[src/rtl/morse_keyer_if.sv]
`default_nettype none
// ============================================================================
//  Module      : morse_keyer_if
//  Description : Request/status bundle between a Morse keyer and its host.
//  Revision    : 1.0  initial release
// ============================================================================
interface morse_keyer_if #(
    parameter int NUM_CHARS = 8,
    parameter int CHAR_W    = 8,
    parameter int LEN_W     = 4
);
    logic [NUM_CHARS*CHAR_W-1:0] chars;
    logic [LEN_W-1:0]            len;
    logic [1:0]                  speed_sel;
    logic                        repeat_en;
    logic                        start;
    logic                        abort;
    logic                        key;
    logic                        busy;
    logic                        done;
    logic [LEN_W-1:0]            char_idx;
    logic                        err;

    modport master (
        output chars, len, speed_sel, repeat_en, start, abort,
        input  key, busy, done, char_idx, err
    );

    modport slave (
        input  chars, len, speed_sel, repeat_en, start, abort,
        output key, busy, done, char_idx, err
    );
endinterface
`default_nettype wire

[src/rtl/morse_keyer.sv]
`default_nettype none
// ============================================================================
//  Module      : morse_keyer
//  Description : Snapshots a string of character codes and keys them out as
//                timed Morse on/off to a buzzer, with repeat and abort.
//  Revision    : 1.0  initial release
// ============================================================================
module morse_keyer #(
    parameter int NUM_CHARS = 8,
    parameter int CHAR_W    = 8,
    parameter int BASE_UNIT = 2**21,
    parameter int LEN_W     = 4
) (
    input  wire logic         clk,
    input  wire logic         rst,
    morse_keyer_if.slave      bus
);
    localparam int c_CNT_W = $clog2(4*BASE_UNIT) + 1;
    localparam int c_IDX_W = (NUM_CHARS > 1) ? $clog2(NUM_CHARS) : 1;

    typedef enum logic [2:0] {
        S_IDLE = 3'd0,
        S_LOAD = 3'd1,
        S_MARK = 3'd2,
        S_EGAP = 3'd3,
        S_CGAP = 3'd4,
        S_WGAP = 3'd5
    } state_t;

    // pat[4] is the first element; 1 = dash
    typedef struct packed {
        logic       valid;
        logic       space;
        logic [2:0] nel;
        logic [4:0] pat;
    } sym_t;

    function automatic sym_t decode(input logic [CHAR_W-1:0] code);
        sym_t       s;
        logic [5:0] c6;
        logic       hi_zero;
        s       = '0;
        c6      = code[5:0];
        hi_zero = ((code >> 6) == '0);
        if (hi_zero && c6 == 6'h3F) begin
            s.space = 1'b1;
        end else if (hi_zero) begin
            s.valid = 1'b1;
            case (c6)
                6'h00: {s.nel, s.pat} = {3'd5, 5'b11111};
                6'h01: {s.nel, s.pat} = {3'd5, 5'b01111};
                6'h02: {s.nel, s.pat} = {3'd5, 5'b00111};
                6'h03: {s.nel, s.pat} = {3'd5, 5'b00011};
                6'h04: {s.nel, s.pat} = {3'd5, 5'b00001};
                6'h05: {s.nel, s.pat} = {3'd5, 5'b00000};
                6'h06: {s.nel, s.pat} = {3'd5, 5'b10000};
                6'h07: {s.nel, s.pat} = {3'd5, 5'b11000};
                6'h08: {s.nel, s.pat} = {3'd5, 5'b11100};
                6'h09: {s.nel, s.pat} = {3'd5, 5'b11110};
                6'h0A: {s.nel, s.pat} = {3'd2, 5'b01000};
                6'h0B: {s.nel, s.pat} = {3'd4, 5'b10000};
                6'h0C: {s.nel, s.pat} = {3'd4, 5'b10100};
                6'h0D: {s.nel, s.pat} = {3'd3, 5'b10000};
                6'h0E: {s.nel, s.pat} = {3'd1, 5'b00000};
                6'h0F: {s.nel, s.pat} = {3'd4, 5'b00100};
                6'h10: {s.nel, s.pat} = {3'd3, 5'b11000};
                6'h11: {s.nel, s.pat} = {3'd4, 5'b00000};
                6'h12: {s.nel, s.pat} = {3'd2, 5'b00000};
                6'h13: {s.nel, s.pat} = {3'd4, 5'b01110};
                6'h14: {s.nel, s.pat} = {3'd3, 5'b10100};
                6'h15: {s.nel, s.pat} = {3'd4, 5'b01000};
                6'h16: {s.nel, s.pat} = {3'd2, 5'b11000};
                6'h17: {s.nel, s.pat} = {3'd2, 5'b10000};
                6'h18: {s.nel, s.pat} = {3'd3, 5'b11100};
                6'h19: {s.nel, s.pat} = {3'd4, 5'b01100};
                6'h1A: {s.nel, s.pat} = {3'd4, 5'b11010};
                6'h1B: {s.nel, s.pat} = {3'd3, 5'b01000};
                6'h1C: {s.nel, s.pat} = {3'd3, 5'b00000};
                6'h1D: {s.nel, s.pat} = {3'd1, 5'b10000};
                6'h1E: {s.nel, s.pat} = {3'd3, 5'b00100};
                6'h1F: {s.nel, s.pat} = {3'd4, 5'b00010};
                6'h20: {s.nel, s.pat} = {3'd3, 5'b01100};
                6'h21: {s.nel, s.pat} = {3'd4, 5'b10010};
                6'h22: {s.nel, s.pat} = {3'd4, 5'b10110};
                6'h23: {s.nel, s.pat} = {3'd4, 5'b11000};
                default: s.valid = 1'b0;
            endcase
        end
        return s;
    endfunction

    state_t              r_state, w_nstate;
    logic [CHAR_W-1:0]   r_chars [NUM_CHARS];
    logic [LEN_W-1:0]    r_len;
    logic [c_CNT_W-1:0]  r_unit;
    logic                r_rep;
    logic [c_CNT_W-1:0]  r_cnt;
    logic [LEN_W-1:0]    r_idx;
    logic [2:0]          r_elem;
    logic [2:0]          r_nel;
    logic [4:0]          r_pat;
    logic                r_key, r_busy, r_done, r_err;

    logic [LEN_W-1:0]    w_len_in;
    logic [c_CNT_W-1:0]  w_unit_shift, w_unit_in;
    logic [c_CNT_W-1:0]  w_d1, w_d3, w_d4;
    sym_t                w_sym;
    logic [LEN_W-1:0]    w_idx_next;
    logic [2:0]          w_elem_next;
    logic                w_cnt_load;
    logic [c_CNT_W-1:0]  w_cnt_val;
    logic                w_done, w_set_err, w_snap, w_sym_load, w_advance;

    assign w_len_in     = (bus.len > LEN_W'(NUM_CHARS)) ? LEN_W'(NUM_CHARS) : bus.len;
    assign w_unit_shift = c_CNT_W'(BASE_UNIT) >> bus.speed_sel;
    assign w_unit_in    = (w_unit_shift == '0) ? c_CNT_W'(1) : w_unit_shift;
    assign w_d1         = r_unit - c_CNT_W'(1);
    assign w_d3         = (r_unit << 1) + r_unit - c_CNT_W'(1);
    assign w_d4         = (r_unit << 2) - c_CNT_W'(1);
    assign w_sym        = decode(r_chars[r_idx[c_IDX_W-1:0]]);

    always_comb begin
        w_nstate    = r_state;
        w_idx_next  = r_idx;
        w_elem_next = r_elem;
        w_cnt_load  = 1'b0;
        w_cnt_val   = '0;
        w_done      = 1'b0;
        w_set_err   = 1'b0;
        w_snap      = 1'b0;
        w_sym_load  = 1'b0;
        w_advance   = 1'b0;
        case (r_state)
            S_IDLE: begin
                if (bus.start && !bus.abort) begin
                    w_snap = 1'b1;
                    if (w_len_in == '0) begin
                        w_done = 1'b1;
                    end else begin
                        w_nstate   = S_LOAD;
                        w_idx_next = '0;
                    end
                end
            end
            S_LOAD: begin
                if (w_sym.valid) begin
                    w_nstate    = S_MARK;
                    w_sym_load  = 1'b1;
                    w_elem_next = '0;
                    w_cnt_load  = 1'b1;
                    w_cnt_val   = w_sym.pat[4] ? w_d3 : w_d1;
                end else if (w_sym.space) begin
                    w_nstate   = S_WGAP;
                    w_cnt_load = 1'b1;
                    w_cnt_val  = w_d4;
                end else begin
                    w_set_err = 1'b1;
                    w_advance = 1'b1;
                end
            end
            S_MARK: begin
                if (r_cnt == '0) begin
                    w_cnt_load = 1'b1;
                    if ((r_elem + 3'd1) < r_nel) begin
                        w_nstate    = S_EGAP;
                        w_elem_next = r_elem + 3'd1;
                        w_cnt_val   = w_d1;
                    end else begin
                        w_nstate  = S_CGAP;
                        w_cnt_val = w_d3;
                    end
                end
            end
            S_EGAP: begin
                if (r_cnt == '0) begin
                    w_nstate   = S_MARK;
                    w_cnt_load = 1'b1;
                    w_cnt_val  = r_pat[3'd4 - r_elem] ? w_d3 : w_d1;
                end
            end
            S_CGAP, S_WGAP: begin
                if (r_cnt == '0) w_advance = 1'b1;
            end
            default: w_nstate = S_IDLE;
        endcase

        // Zero-cycle slot step: straight into the next LOAD or back to IDLE
        if (w_advance) begin
            if ((r_idx + LEN_W'(1)) < r_len) begin
                w_idx_next = r_idx + LEN_W'(1);
                w_nstate   = S_LOAD;
            end else if (r_rep) begin
                w_idx_next = '0;
                w_nstate   = S_LOAD;
            end else begin
                w_idx_next = '0;
                w_done     = 1'b1;
                w_nstate   = S_IDLE;
            end
        end

        if (r_state != S_IDLE && bus.abort) begin
            w_nstate   = S_IDLE;
            w_idx_next = '0;
            w_done     = 1'b0;
            w_set_err  = 1'b0;
            w_cnt_load = 1'b0;
            w_sym_load = 1'b0;
        end
    end

    always_ff @(posedge clk) begin
        if (rst) begin
            r_state <= S_IDLE;
            r_len   <= '0;
            r_unit  <= c_CNT_W'(1);
            r_rep   <= 1'b0;
            r_cnt   <= '0;
            r_idx   <= '0;
            r_elem  <= '0;
            r_nel   <= '0;
            r_pat   <= '0;
            r_key   <= 1'b0;
            r_busy  <= 1'b0;
            r_done  <= 1'b0;
            r_err   <= 1'b0;
        end else begin
            r_state <= w_nstate;
            r_idx   <= w_idx_next;
            r_elem  <= w_elem_next;
            r_key   <= (w_nstate == S_MARK);
            r_busy  <= (w_nstate != S_IDLE);
            r_done  <= w_done;
            if (w_snap) begin
                r_len  <= w_len_in;
                r_unit <= w_unit_in;
                r_rep  <= bus.repeat_en;
            end
            if (w_sym_load) begin
                r_nel <= w_sym.nel;
                r_pat <= w_sym.pat;
            end
            if (w_cnt_load)
                r_cnt <= w_cnt_val;
            else if (r_cnt != '0)
                r_cnt <= r_cnt - c_CNT_W'(1);
            if (w_snap)
                r_err <= 1'b0;
            else if (w_set_err)
                r_err <= 1'b1;
        end
    end

    generate
        for (genvar gi = 0; gi < NUM_CHARS; gi++) begin : g_slot
            always_ff @(posedge clk) begin
                if (rst)
                    r_chars[gi] <= '0;
                else if (w_snap)
                    r_chars[gi] <= bus.chars[gi*CHAR_W +: CHAR_W];
            end
        end
    endgenerate

    assign bus.key      = r_key;
    assign bus.busy     = r_busy;
    assign bus.done     = r_done;
    assign bus.char_idx = r_idx;
    assign bus.err      = r_err;
endmodule
`default_nettype wire

[src/flat_wrapper.sv]
// flat-port wrapper written by rule: the top's interface ports become plain ports
module morse_keyer_flat 
#(
    parameter int NUM_CHARS = 8,
    parameter int CHAR_W    = 8,
    parameter int BASE_UNIT = 2**21,
    parameter int LEN_W     = 4
)
  (clk, rst, bus_chars, bus_len, bus_speed_sel, bus_repeat_en, bus_start, bus_abort, bus_key, bus_busy, bus_done, bus_char_idx, bus_err);
  morse_keyer_if #(.NUM_CHARS(NUM_CHARS), .CHAR_W(CHAR_W), .LEN_W(LEN_W)) bus_i ();
  input  wire logic clk;
  input  wire logic rst;
  input wire logic [$bits(bus_i.chars)-1:0] bus_chars;
  input wire logic [$bits(bus_i.len)-1:0] bus_len;
  input wire logic [$bits(bus_i.speed_sel)-1:0] bus_speed_sel;
  input wire logic [$bits(bus_i.repeat_en)-1:0] bus_repeat_en;
  input wire logic [$bits(bus_i.start)-1:0] bus_start;
  input wire logic [$bits(bus_i.abort)-1:0] bus_abort;
  output wire logic [$bits(bus_i.key)-1:0] bus_key;
  output wire logic [$bits(bus_i.busy)-1:0] bus_busy;
  output wire logic [$bits(bus_i.done)-1:0] bus_done;
  output wire logic [$bits(bus_i.char_idx)-1:0] bus_char_idx;
  output wire logic [$bits(bus_i.err)-1:0] bus_err;
  assign bus_i.chars = bus_chars;
  assign bus_i.len = bus_len;
  assign bus_i.speed_sel = bus_speed_sel;
  assign bus_i.repeat_en = bus_repeat_en;
  assign bus_i.start = bus_start;
  assign bus_i.abort = bus_abort;
  assign bus_key = bus_i.key;
  assign bus_busy = bus_i.busy;
  assign bus_done = bus_i.done;
  assign bus_char_idx = bus_i.char_idx;
  assign bus_err = bus_i.err;
  morse_keyer #(.NUM_CHARS(NUM_CHARS), .CHAR_W(CHAR_W), .BASE_UNIT(BASE_UNIT), .LEN_W(LEN_W)) u_core (.clk(clk), .rst(rst), .bus(bus_i));
endmodule
[config.mk]
export PLATFORM = sky130hd
export DESIGN_NAME = morse_keyer_flat
export DESIGN_NICKNAME = d
export VERILOG_FILES = /design/src/rtl/morse_keyer_if.sv /design/src/rtl/morse_keyer.sv /design/src/flat_wrapper.sv
export SDC_FILE = /design/constraint.sdc
export NUM_CORES = 1
export LEC_CHECK = 0
export CAP_MARGIN = 0
export CORE_MARGIN = 5
export CORE_UTILIZATION = 51
export DETAILED_ROUTE_END_ITERATION = 7
export PLACE_DENSITY = 0.77
export SETUP_SLACK_MARGIN = 0.02
export SLEW_MARGIN = 20
export SYNTH_ARGS = -nofsm -noshare
export SYNTH_HDL_FRONTEND = slang
export SYNTH_SLANG_ARGS = --single-unit
[constraint.sdc]
create_clock -name clk -period 3.6 [get_ports clk]
set_input_delay 0.54 -clock clk [delete_from_list [all_inputs] [get_ports clk]]
set_output_delay 0.54 -clock clk [all_outputs]
set_load 0.005 [all_outputs]
==> summary.md, run 1 <==
| Metric | Value |
|---|---|
| Outcome | `finished clean` |
| CP Launch Type | `flop` |
| Via count | `5526` |
| CTS Buffer Depth | `2` |
| Top-area cell type share of the netlist area | `0.280` |
| Clk sink count | `123` |
| Worst path arrival time | `3.54 ns` |
| Drt pass-1 iters | `5` |
| Chip width | `126 um` |
| Largest net degree at the start of global routing | `65` |
| Die Ht | `126 um` |
| Worst skew pair latency | `0.43 ns` |
| Post-synth EDFFs | `64` |
| Compound-Gate Fraction of Synth Area | `0.142` |
| Wire per inst | `17.0 um` |
| Setup Crit Path Kind | `reg2reg` |
| Final hold violations | `0` |
| Slowest cell on the critical path | `or4_1` |
| Mux cell area share after synthesis | `0.0810` |
| Vias in the first global route | `5648` |
| Clock Skew | `0.0130 ns` |
| Clock root buffer | `clkbuf_16` |
| Final ANT Viol Nets | `0` |
| Post-synthesis async set-or-reset flop share | `0` |
| Slew Limit Fails | `0` |
| Area grow syn2layout | `24.4%` |
| Largest delay contributor family on the critical path | `simple AND/OR/NAND/NOR gates` |
| Post-synthesis sequential area ratio | `0.453` |
| Syn avg cell area | `10.0 um^2` |
| Tmin final | `3.23 ns` |
| Relative slew slack | `0.524` |
| FF+latch count, synth | `123` |
| Fin util | `0.647` |
| CP peak stage delay | `0.61 ns` |
| Xor and xnor area share after synthesis | `0.0396` |
| CTS tree | `built` |
| Total gr overflow | `0` |
| Critical path buffers and inverters | `1` |
| Routability Congestion | `0.915` |
| CTS buffer count | `17` |
| Synth Area in Adders | `0.0412` |
| Synth Area in Simple Gates | `0.205` |
| Critical Path, Cell by Cell | `buf_4, nor3_1, nor4_1, or4_1, or4_4, a221oi_2, mux2i_1, and2_4, or3_1` |
| Syn_nets | `782` |
| FP Rows | `42` |
| Ranking of synthesized cells by area | `edfxtp_1 28%, dfxtp_1 17%, and2_1 6.1%` |
| VDD IR max | `0.332 mV` |
| Largest family of logic cells by synthesized area | `simple AND/OR/NAND/NOR gates` |
| First-pass GRT wire length | `27300 um` |
| Pre-CTS setup slack | `0.181 ns` |
| DRT iter0 DRCs | `443` |
| GRT Util Overall | `0.212` |
| Most frequent cell after synthesis | `and2_1` |
| Fraction of layout cells with a size suffix above 1 | `0.123` |
| RSZ-0062 raised after global routing | `false` |
| Postcts setup bufs | `0` |
| Worst Tran Pin Value | `0.708 ns` |
| Post-CTS Hold Fix Bufs | `0` |
| Die Area | `15900 um^2` |
| Initial Util | `0.520` |
| Hold Path Class | `reg2reg` |
| Most frequent cells after synthesis | `67 x and2_1, 64 x edfxtp_1, 60 x nor2_1, 59 x a21oi_1, 59 x dfxtp_1` |
| DR vias/cell | `5.73` |
| Area of the mapped netlist | `6860 um^2` |
| Yosys warns | `0` |
| Final WL | `16300 um` |
| Initial antenna violation count | `0` |
| Clock transition at path regs | `0.06 ns` |
| CTS H-tree lvls | `4` |
| Post-DP HPWL | `11800 um` |
| CP Data Required Time | `3.91 ns` |
| Period utilization | `0.899` |
| IO Port Bufs | `82` |
| Ant. Diodes | `0` |
| Core box area | `13200 um^2` |
| Finish-stage setup viols | `0` |
| # IOs | `83` |
| Peak fanout along the critical path | `10` |
| Max Clock Freq | `309 MHz` |
| Leading area contributor after synthesis | `edfxtp_1` |
| Remaining DRCs | `0` |
| Pwr/cell area | `561 nW/um^2` |
| Max-Cap Viols | `0` |
| Critical path endpoint category | `flop` |
| Layout net count | `872` |
| Final TNS setup | `0 ns` |
| Mapped Cells | `685` |
| Leak | `0.00321 uW` |
| Main synth FF type | `edfxtp_1` |
| Distinct cells, synth | `72` |
| Setup ws final | `0.365 ns` |
final timing paths:
kind / startpoint / depth (start not counted) / endpoint / slack [ns]
min: u_core.r_len[3] / 2 / u_core.r_len[3] / 0.46
min reg2reg: u_core.r_len[3] / 2 / u_core.r_len[3] / 0.46
max: flop / 9 / u_core.bus.busy / 0.37
max reg2reg: flop / 9 / u_core.bus.busy / 0.37
stage by stage:
stage / total power (uW) / hold slack, ns / cell area (um^2) / cells
final: 4790 / 0.461 / 8530 / 964
after global routing: 5040 / 0.489 / 8530 / 964
after CTS: 4810 / 0.459 / 8520 / 964
after detailed placement: 3060 / 0.450 / 7920 / 932
after global placement: 3010 / 0.447 / 7920 / 932
after floorplan: 2700 / 0.436 / 6860 / 685
layout by cell type, fill, tap and decap left out, types with 6 or more instances in the layout:
cell / n
nor2_1: 59
ha_1: 21
nor3_1: 19
nor4_1: 12
a21o_1: 6
xnor2_1: 19
mux2i_1: 10
mux4_2: 13
dfxtp_1: 56
clkbuf_16: 17
nand2_1: 40
buf_4: 21
a21oi_1: 59
nand3_1: 15
inv_1: 27
and2_1: 67
edfxtp_1: 64
or3_1: 8
nand2b_1: 8
o21ai_0: 21
mux2_2: 8
xor2_1: 12
a31oi_1: 7
clkdlybuf4s50_1: 82
a211oi_1: 9
nor3b_1: 10
where the power goes:
part | leakage (uW) | switching, uW | internal, uW
logic | 0.00177 | 683 | 572
clock network | 0.000281 | 639 | 1080
registers | 0.00116 | 142 | 1670
worst reg2reg max path, cell delays in order (launching register included):
cell and delay, ns:
dfxtp_2 0.41, buf_4 0.23, nor3_1 0.37, nor4_1 0.13
or4_1 0.61, or4_4 0.45, a221oi_2 0.30, mux2i_1 0.13
and2_4 0.17, or3_1 0.33
timing repair:
action,CTS,global route
setup endpoints to repair,0,20
endpoints found under the hold margin,0,0
resized for setup,0,4
kinds of logic after synthesis:
| logic type | count (synthesis) |
|---|---|
| flops | 123 |
| fa+ha+maj | 22 |
| xor+xnor | 31 |
| compound gates | 150 |
| buf+inv | 61 |
| simple gates | 263 |
| mux | 35 |
final cells by class:
cell class / count / area, um^2
Clock buffer: 17 / 425
Clock inverter: 15 / 173
Fill cell: 998 / 4660
Inverter: 28 / 109
Multi-Input combinational cell: 501 / 3500
Sequential cell: 123 / 3110
Tap cell: 176 / 220
Timing Repair Buffer: 104 / 998
flip-flops by register name, summed over array words and instances (netlist names), named ones only:
name,flops
u_core.r_elem,3
u_core.r_unit,5
u_core.bus.key,1
u_core.r_pat,5
u_core.r_rep,1
u_core.bus.char_idx,4
u_core.r_nel,3
u_core.bus.busy,1
u_core.r_state,3
u_core.r_cnt,24
u_core.r_len,4
u_core.bus.done,1
u_core.bus.err,1
u_core.r_chars,64
layer usage:
layer,global-route usage,share of wire
met5,0,0
met2,0.358,0.50
met1,0.259,0.42
met3,0.0546,0.057
met4,0.0890,0.024
(Power assumes the default switching activity.)
==> run 2: changes to the inputs <==
CAP_MARGIN = 20   (was 0)
==> results of run 2 <==
Same layout as run 1: the final DEF is identical, and so are final timing and power.
